## config.mk

```make
export PLATFORM = sky130hd
export DESIGN_NAME = range_stream_source
export DESIGN_NICKNAME = d
export VERILOG_FILES = /design/src/rtl/range_stream_source.sv
export SDC_FILE = /design/constraint.sdc
export NUM_CORES = 1
export LEC_CHECK = 0
export CAP_MARGIN = 20
export CELL_PAD_IN_SITES_DETAIL_PLACEMENT = 1
export CELL_PAD_IN_SITES_GLOBAL_PLACEMENT = 1
export CORE_MARGIN = 2
export CORE_UTILIZATION = 53
export CTS_CLUSTER_SIZE = 28
export DETAILED_ROUTE_END_ITERATION = 8
export DONT_BUFFER_PORTS = 1
export GPL_TIMING_DRIVEN = 0
export PLACE_DENSITY_LB_ADDON = 0.1
export RECOVER_POWER = 25
export SLEW_MARGIN = 25
export SYNTH_ARGS = -nofsm -noshare
export SYNTH_HDL_FRONTEND = slang
export SYNTH_SLANG_ARGS = --single-unit
```

## constraint.sdc

```tcl
create_clock -name clock -period 3 [get_ports clock]
set_input_delay 0 -clock clock [delete_from_list [all_inputs] [get_ports clock]]
set_output_delay 0 -clock clock [all_outputs]
set_load 0.02 [all_outputs]
```

## src/rtl/range_stream_source.sv

```systemverilog
// Buffered sample-stream source for a range-finding consumer: plays buffered
// samples out on go/data_out, waits for finish, and self-checks the reported range.
module range_stream_source #(
  parameter int WIDTH   = 8,
  parameter int DEPTH   = 16,
  parameter int TIMEOUT = 15
) (
  input  logic                         clock,
  input  logic                         reset,
  input  logic                         wr_en,
  input  logic [WIDTH-1:0]             wr_data,
  input  logic                         start,
  output logic                         busy,
  output logic [$clog2(DEPTH+1)-1:0]   count,
  output logic                         go,
  output logic [WIDTH-1:0]             data_out,
  input  logic                         finish,
  input  logic [WIDTH-1:0]             range_in,
  output logic                         done,
  output logic [WIDTH-1:0]             range_out,
  output logic                         mismatch,
  output logic                         timeout,
  output logic                         overflow
);

  // state    | meaning
  // S_IDLE   | accept host writes, wait for start
  // S_STREAM | drive buffered samples with go high
  // S_WAIT   | wait for finish or timeout
  // S_DONE   | one-cycle done pulse, buffer emptied
  typedef enum logic [1:0] {S_IDLE, S_STREAM, S_WAIT, S_DONE} state_t;

  localparam int CW = $clog2(DEPTH + 1);
  localparam int AW = (DEPTH > 1) ? $clog2(DEPTH) : 1;
  localparam int TW = (TIMEOUT > 1) ? $clog2(TIMEOUT) : 1;

  state_t           state;
  logic [WIDTH-1:0] sample_mem [DEPTH];
  logic [CW-1:0]    rd;
  logic [TW-1:0]    wait_cnt;
  logic [WIDTH-1:0] run_min;
  logic [WIDTH-1:0] run_max;
  logic             full;
  logic             wr_accept;
  logic             start_accept;

  assign full         = (count == CW'(DEPTH));
  assign wr_accept    = (state == S_IDLE) && wr_en && !full;
  // A write in the same cycle as start counts, so an empty buffer can still launch.
  assign start_accept = (state == S_IDLE) && start && ((count != '0) || wr_accept);

  always_ff @(posedge clock) begin
    if (wr_accept) sample_mem[count[AW-1:0]] <= wr_data;
  end

  always_ff @(posedge clock) begin
    if (!reset) begin
      state     <= S_IDLE;
      go        <= 1'b0;
      data_out  <= '0;
      busy      <= 1'b0;
      done      <= 1'b0;
      range_out <= '0;
      mismatch  <= 1'b0;
      timeout   <= 1'b0;
      overflow  <= 1'b0;
      count     <= '0;
      rd        <= '0;
      wait_cnt  <= '0;
      run_min   <= '1;
      run_max   <= '0;
    end else begin
      done <= 1'b0;
      case (state)
        S_IDLE: begin
          if (wr_en) begin
            if (!full) begin
              count <= count + CW'(1);
              if (wr_data < run_min) run_min <= wr_data;
              if (wr_data > run_max) run_max <= wr_data;
            end else begin
              overflow <= 1'b1;
            end
          end
          if (start_accept) begin
            state    <= S_STREAM;
            busy     <= 1'b1;
            go       <= 1'b1;
            data_out <= (count == '0) ? wr_data : sample_mem[0];
            rd       <= CW'(1);
            overflow <= 1'b0;
          end
        end
        S_STREAM: begin
          if (rd == count) begin
            go       <= 1'b0;
            data_out <= '0;
            wait_cnt <= TW'(TIMEOUT - 1);
            state    <= S_WAIT;
          end else begin
            data_out <= sample_mem[rd[AW-1:0]];
            rd       <= rd + CW'(1);
          end
        end
        S_WAIT: begin
          if (finish) begin
            range_out <= range_in;
            mismatch  <= (range_in != (run_max - run_min));
            timeout   <= 1'b0;
            done      <= 1'b1;
            state     <= S_DONE;
          end else if (wait_cnt == '0) begin
            range_out <= '0;
            mismatch  <= 1'b1;
            timeout   <= 1'b1;
            done      <= 1'b1;
            state     <= S_DONE;
          end else begin
            wait_cnt <= wait_cnt - TW'(1);
          end
        end
        S_DONE: begin
          busy    <= 1'b0;
          count   <= '0;
          rd      <= '0;
          run_min <= '1;
          run_max <= '0;
          state   <= S_IDLE;
        end
        default: state <= S_IDLE;
      endcase
    end
  end

endmodule
```

Word-level counts from Yosys, hierarchy flattened:

Memories as Yosys holds them, arrays and structs flattened. A register that Yosys moved wholly into a read port is not among the register bits.
Index checks and enable logic that the tools add are counted.
Widths: inputs -> output; s select.

* memories: 1
* logic and storage cells: 111
* flip-flop bits (word level): 54
* bits of input ports: 21
* bits in writable memories: 128

Memories
* sample_mem: words 16, bits a word 8, rd ports 2, clocked after Yosys merged registers in 1, write ports 1, line 38 `logic [WIDTH-1:0] sample_mem [DEPTH];`

* equality and inequality tests: 16
* $add $sub $neg: 4
* muxes and demuxes: 45
* reduce and logical (&&, ||, !) cells: 29
* order comparisons: 2

Operator list (count)
* $mux 8: 11
* $pmux 8 s2: 3
* $mux 4: 5
* $mux 5: 4
* $pmux 5 s3: 1
* $reduce_and 3->1: 5
* $ne 2x2->1 const B: 7
* $mux 1: 12
* $reduce_and 4->1: 3
* $reduce_bool 2->1: 6
* $add 5x1->5 const B: 2
* $pmux 5 s2: 1
* $gt 8x8->1: 1
* $lt 8x8->1: 1
* $mux 2: 4
* $ne 8x8->1: 1
* $pmux 2 s4: 1
* $pmux 4 s2: 1
* $reduce_and 2->1: 4
* $sub 8x8->8: 1
* $eq 5x5->1: 1
* $eq 5x5->1 const B: 1
* $logic_not 5->1: 1
* $reduce_bool 5->1: 1
* other kinds (12): 18

Logic depth before layout (Yosys ltp):

Gate-level depths: netlist (run 1).

* depth after elaboration: 9
* mapped depth: 9
* gate-level depth less buffers: 9

Least setup slack after synthesis (run 1):

Ideal clock, no wire load.

* path kind: register to register
* start: register count[0]
* end: memory sample_mem[1][0], enable pin
* setup slack: 560 ps
* stages on the path, launching flop included: 7
* arrival time: 2056 ps
* path buffers: 0
* library setup time: 383 ps
* cells stage by stage: dfxtp_1 inv_1 ha_1 nor4bb_1 nor2_1 nand2_1 nor3_1

* cells in the longest elaborated chain, start to end: 5

RTL lines
* start, declared: line 14 `output logic [$clog2(DEPTH+1)-1:0] count,`
* start signal, assigned: line 78 `count <= count + CW'(1);`
* $eq 5x5->1: line 47 `assign full = (count == CW'(DEPTH));`
* $logic_not 1->1
* $logic_and 1x1->1: line 48 `assign wr_accept = (state == S_IDLE) && wr_en && !full;`
* $mux 1: line 53 `if (wr_accept) sample_mem[count[AW-1:0]] <= wr_data;`
* $mux 1 (not written as such): line 53
* end, declared: line 38

Parallel ways exist; a longest one is shown, timed or not.

Final worst setup path (run 1):

* start: register count[1]
* end: memory sample_mem[14][7], enable pin

Same word-level chain as after synthesis.

==> results_dict.tcl, run 1 <==
set metrics [dict create \
    rr_worst_depth 6 \
    num_io_pins 48 \
    whs_ns 0.0269 \
    cts.sinks 186 \
    viasPerCell 6.07 \
    antenna_found_initial 0 \
    ys_ff_latch 186 \
    dieWidth_um 129 \
    critical_path_peak_fanout 8 \
    p_leak_nw 3.30 \
    path_cells "inv_1 -> ha_1 -> nor4bb_1 -> nor2_1 -> nand2_1 -> nor2_2" \
    cts_tree "yes" \
    report.final.slew_viol_count 0 \
    clk_path_buf_depth 2 \
    relSlewSlack_pct 35.5 \
    grt_pass1_vias 5423 \
    ctsHtreeMaxLevel 4 \
    numCtsBuffers 17 \
    synth_area_um2 8300 \
    layout_common_cells "128 x edfxtp_1, 57 x dfxtp_1, 41 x nand2_1, 41 x nor2_1, 40 x mux4_2" \
    rows 45 \
    die_area_um2 16700 \
    routabilityCongestion 0.828 \
    fp.dieH_um 129 \
    min_path_type "primary input to register" \
    worst-slew-pin-transition_ns 0.964 \
    max_stage_delay_ns 0.67 \
    n_antenna_cell 0 \
    status "finished with violations" \
    final_nets 687 \
    max_cap_violations 0 \
    first_iter_violations 405 \
    hold_end "mismatch" \
    cts-root-buf "clkbuf_16" \
    synth_edf_count 128 \
    drt-total-wl_um 20600 \
    fin_worst_skew_ns 0.00689 \
    yosysWarningCount 0 \
    synth_nets 644 \
    dr.pass1.iters 5 \
    fin_area_um2 9510 \
    cts.clk_slew.worst_paths_ns 0.07 \
    critPathArrivalTime_ns 3.08 \
    area_delta_synth_final_pct 14.5 \
    seq_area_frac_synth_pct 60.3 \
    drive_gt1_share_pct 17.5 \
    worst_path_max_delay_cell "dfxtp_1" \
    place_hpwl_um 13600 \
    reg2reg_to "sample_mem[14][7]" \
    portBuffers 0 \
    r2r_slack_ns -0.005 \
    yosysTopAreaCell "edfxtp_1" \
    r2r-start "count[1]" \
    avgSynthCellArea_um2 14.1 \
    finalCriticalPeriod_ns 3.01 \
    synthArstFlopShare_pct 0 \
    grt_pass1_wl_um 31900 \
    synth.area.top_cells "edfxtp_1 46%, dfxtp_1 14%, mux4_2 11%, ha_1 5.0%, nor2_1 2.4%" \
    setup_ws_ns -0.00528 \
    core_area_um2 15300 \
    period_share_pct 100 \
    rsz0062_at_grt "true" \
    critPathBufInv 1 \
    hold_depth 4 \
    ant_nets 0 \
    fmax_ghz 0.333 \
    wl_per_cell_um 24.1 \
    clock_latency_ns 0.43 \
    fill_cells 1450 \
    start_util_pct 54.4 \
    syn_inst 589 \
    vias 5199 \
    worstHoldStart "range_in[7]" \
    synth_ff_type "edfxtp_1" \
    synth_top_area_share_pct 46.3 \
    setup_viol 8 \
    vdd_ir_drop_max_mv 0.459 \
    path_delay_family "simple AND/OR/NAND/NOR gates" \
    synth_cell_type_count 58 \
    hold_viol 0 \
    grt_max_degree 20 \
    power_density_nw_per_um2 828 \
    drc_errors 0 \
    final_util_pct 62.3 \
    crit_type "register to register" \
    grt.total_usage_pct 26.3 \
    crit_required_ns 3.07 \
    violations "setup timing" \
    global_route.overflow_total 0 \
    start_kind "register" \
    dpl_cell_area_um2 8580 \
    worstSetupEndpointType "register" \
    final_common_cell "edfxtp_1" \
    total_power_mw 7.88 \
]
-- power breakdown --
| part | internal [mW] | switching (mW) |
|---|---|---|
| combinational | 0.989 | 1.34 |
| clock | 1.18 | 1.05 |
| sequential | 3.01 | 0.315 |
-- per-stage QoR --
step                      setup slack, ns  cells  setup TNS, ns
after global routing               -0.117    856          -4.01
after detailed placement           -0.156    800          -6.83
after floorplan                     0.560    589              0
final                            -0.00528    856        -0.0249
after global placement             -0.359    800          -9.18
after CTS                         -0.0523    853          -1.14
-- flip-flops by register name, summed over array words and instances (netlist names), named ones only --
name,cells
rd,5
wait_cnt,4
state,2
sample_mem,128
overflow,1
run_min,8
busy,1
timeout,1
run_max,8
range_out,8
mismatch,1
go,1
count,5
done,1
data_out,8
-- layout make-up --
type	instances	area, µm²	area share (%)
buffer	21	109	1.14
clock buffer	17	425	4.47
clock inverter	15	154	1.62
inverter	28	105	1.11
multi-input combinational	354	3180	33.4
sequential	186	5010	52.6
tap	211	264	2.78
timing repair buffer	24	270	2.84
-- timing repair --
item / CTS / global route
hold buffers: 21 / 0
setup endpoints to repair: 93 / 120
endpoints found under the hold margin: 168 / 0
gates resized for setup: 11 / 10
pin swaps: 0 / 2
buffers inserted: 0 / 3
-- synthesized netlist by cell type, drive strengths merged (6+ instances only) --
cell type,instances
a31oi,6
ha,33
nor3,11
nand2b,13
inv,28
mux2i,10
a22o,9
edfxtp,128
dfxtp,58
nor2,53
buf,12
a21oi,36
clkbuf,9
nand4,8
xor2,11
a22oi,9
xnor2,13
mux4,40
nand2,41
o21ai,15
-- cell families after synthesis --
group           after synthesis  share of synthesized area [%]
mux                          50                           12.1
flops                       186                           60.3
buf+inv                      49                           2.58
simple gates                149                           8.89
xor+xnor                     24                           2.53
compound gates               97                           8.45
fa+ha+maj                    34                           5.21
-- worst max-delay path by stage --
stage,depth (start not counted),endpoint,start
finish,6,sample_mem[14][7],count[1]
detailed placement,6,sample_mem[7][6],count[0]
CTS,6,sample_mem[5][7],count[0]
global placement,6,sample_mem[3][5],count[0]
global route,6,sample_mem[14][1],count[1]
floorplan,6,sample_mem[1][0],count[0]
-- metal layers --
layer  share of wire, %  wire [µm]  track usage, %
met5                  0          0               0
met4                2.1        427            8.06
met3                5.5       1130            6.23
met2                 49      10100            41.5
met1                 44       8960            36.6
-- worst reg2reg max path, cell delays in order, from the launching register on --
cell and delay, ns:
dfxtp_1 0.67, inv_1 0.16, ha_1 0.28, nor4bb_1 0.18
nor2_1 0.46, nand2_1 0.34, nor2_2 0.55
Power figures use the tool's default switching activity.
==> run 2: changes to the inputs <==
Settings changed: PLACE_DENSITY set to 0.9, PLACE_DENSITY_LB_ADDON 0.1 to not set.
Clock period 3 ns to 3.15 ns, I/O delays scaled along.
==> run 2 against run 1 <==
Against the previous run:
- the run now ends clean
- sequential power down 4%
- via count up 6.4%
- critical path depth unchanged
- sequential cell count unchanged
- total power down 1.7%
- non-clock buffer count down 2
- clock power about the same
- register-to-register slack better by 0.09 ns
- final area down 0.53%
- critical path type unchanged
- largest cell class unchanged
==> results_dict.tcl, run 2 (synthesis gave the netlist of run 1 again) <==
set metrics [dict create \
    grt_pass1_wl_um 36900 \
    dieWidth_um 129 \
    register_area_um2 5000 \
    grt_pass1_vias 6008 \
    dpl_cell_area_um2 8590 \
    fmax_ghz 0.326 \
    num_io_pins 48 \
    critPathArrivalTime_ns 3.12 \
    wl_per_cell_um 28.0 \
    portBuffers 0 \
    crit_type "register to register" \
    fin_area_um2 9460 \
    dp_cells 801 \
    p_leak_nw 3.31 \
    vias 5530 \
    start_kind "register" \
    relSlewSlack_pct 31.2 \
    final_common_cell "edfxtp_1" \
    multi_input_area_um2 3150 \
    critical_path_peak_fanout 9 \
    dr.pass1.iters 5 \
    cts.clk_slew.worst_paths_ns 0.07 \
    fill_cells 1410 \
    min_path_type "primary input to register" \
    p_sw_share_pct 34.8 \
    place_hpwl_um 14600 \
    hold_viol 0 \
    setup_viol 0 \
    worst_path_max_delay_cell "dfxtp_1" \
    worst-slew-pin-transition_ns 1.03 \
    ant_nets 0 \
    die_area_um2 16700 \
    drc_errors 0 \
    period_share_pct 97.3 \
    viasPerCell 6.48 \
    fin_cells 854 \
    clock_latency_ns 0.44 \
    crit_required_ns 3.21 \
    grt.total_usage_pct 30.4 \
    path_cells "inv_1 -> ha_1 -> nor4bb_1 -> nor2_2 -> nand2_1 -> nor2_1" \
    max_stage_delay_ns 0.71 \
    cts.sinks 186 \
    largest_reg_flops 128 \
    ctsHtreeMaxLevel 4 \
    rsz0062_at_grt "true" \
    combPwrFrac_pct 30.4 \
    whs_ns 0.0266 \
    antenna_found_initial 0 \
    final_util_pct 62.0 \
    cts-root-buf "clkbuf_16" \
    area_delta_synth_final_pct 13.9 \
    routabilityCongestion 0.830 \
    power.internal_mw 5.05 \
    layout_common_cells "128 x edfxtp_1, 58 x dfxtp_1, 43 x nor2_1, 41 x nand2_1, 40 x mux4_2" \
    hold_depth 2 \
    finalCriticalPeriod_ns 3.07 \
    max_cap_violations 0 \
    clk_path_buf_depth 2 \
    grt_max_degree 20 \
    n_antenna_cell 0 \
    fp.dieH_um 129 \
    worstSetupEndpointType "register" \
    drive_gt1_share_pct 16.8 \
    status "complete, no violations" \
    numCtsBuffers 17 \
    p_clk_share_pct 28.5 \
    rr_worst_depth 6 \
    cts_tree "yes" \
    p_sw_mw 2.69 \
    start_util_pct 54.4 \
    global_route.overflow_total 0 \
    vdd_ir_drop_max_mv 0.458 \
    first_iter_violations 542 \
    seqPwrFrac_pct 41.0 \
    report.final.slew_viol_count 0 \
    fin_worst_skew_ns 0.0126 \
    final_nets 685 \
    drt-total-wl_um 23900 \
    power_density_nw_per_um2 818 \
    core_area_um2 15300 \
    rows 45 \
]
==> run 2: cell count changes in the layout (fill, tap and decap cells not counted), moves of 2 or more <==
cell        change
clkinvlp_4      -2
inv_4           +2
buf_12          -3
clkinv_4        +2
nor2_4          -2
inv_6           -4
nor2_1          +2
inv_8           -3
==> run 2: final cells by class <==
class | count | area share [%]
clock buffers | 20 | 4.96
plain buffers | 21 | 1.15
multi-input cells | 354 | 33.3
flip-flops and latches | 186 | 52.9
inverters | 28 | 1.11
well taps | 211 | 2.79
repair buffers | 22 | 2.30
clock inverters | 12 | 1.43
==> run 2: stage by stage <==
step	power, mW	setup slack (ns)	TNS, ns
floorplan	4.77	0.710	0
global placement	5.17	-0.323	-2.90
detailed placement	5.39	-0.230	-5.55
CTS	7.64	-0.0224	-0.337
global route	8.03	0.0126	0
finish	7.74	0.0841	0
==> run 2: metal layers <==
| metal | part of all wire [%] | vias to the layer above | track usage, % | wire [µm] |
|---|---|---|---|---|
| li1 | - | 2307 | - | - |
| met2 | 52 | 304 | 52.5 | 12500 |
| met1 | 39 | 2868 | 38.5 | 9290 |
| met3 | 6.6 | 51 | 6.98 | 1590 |
| met5 | 0 | - | 0 | 0 |
| met4 | 2.2 | 0 | 9.59 | 526 |
==> run 2: critical path, delay by kind of cell (launching register included) <==
family / cells / cell delay (ns)
adder cells (fa/ha/maj): 1 / 0.32
buffers and inverters: 1 / 0.19
flip-flops: 1 / 0.71
AND/OR/NAND/NOR: 4 / 1.47
==> run 2: path summary, 6_finish.rpt <==
kind	startpoint	end	slack, ns
max	count[0]	sample_mem[5][5]	0.08
min	finish	done	0.03
max reg2reg	count[0]	sample_mem[5][5]	0.08
min reg2reg	run_max[3]	run_max[3]	0.53
==> run 2: what timing repair did <==
action / in CTS / in global routing
buffers inserted: 0 / 0
gates cloned: 0 / 0
setup endpoints to repair: 56 / 102
hold endpoints to repair: 168 / 0
hold buffers: 21 / 0
gates resized for setup: 6 / 9
==> run 2: power by group through the flow <==
| stage | clock network (mW) | registers [mW] | logic, mW |
|---|---|---|---|
| finish | 2.21 | 3.18 | 2.36 |
| global route | 2.30 | 3.20 | 2.54 |
| CTS | 2.21 | 3.17 | 2.27 |
| detailed placement | 0 | 3.22 | 2.17 |
| global placement | 0 | 3.20 | 1.98 |
| floorplan | 0 | 3.14 | 1.64 |
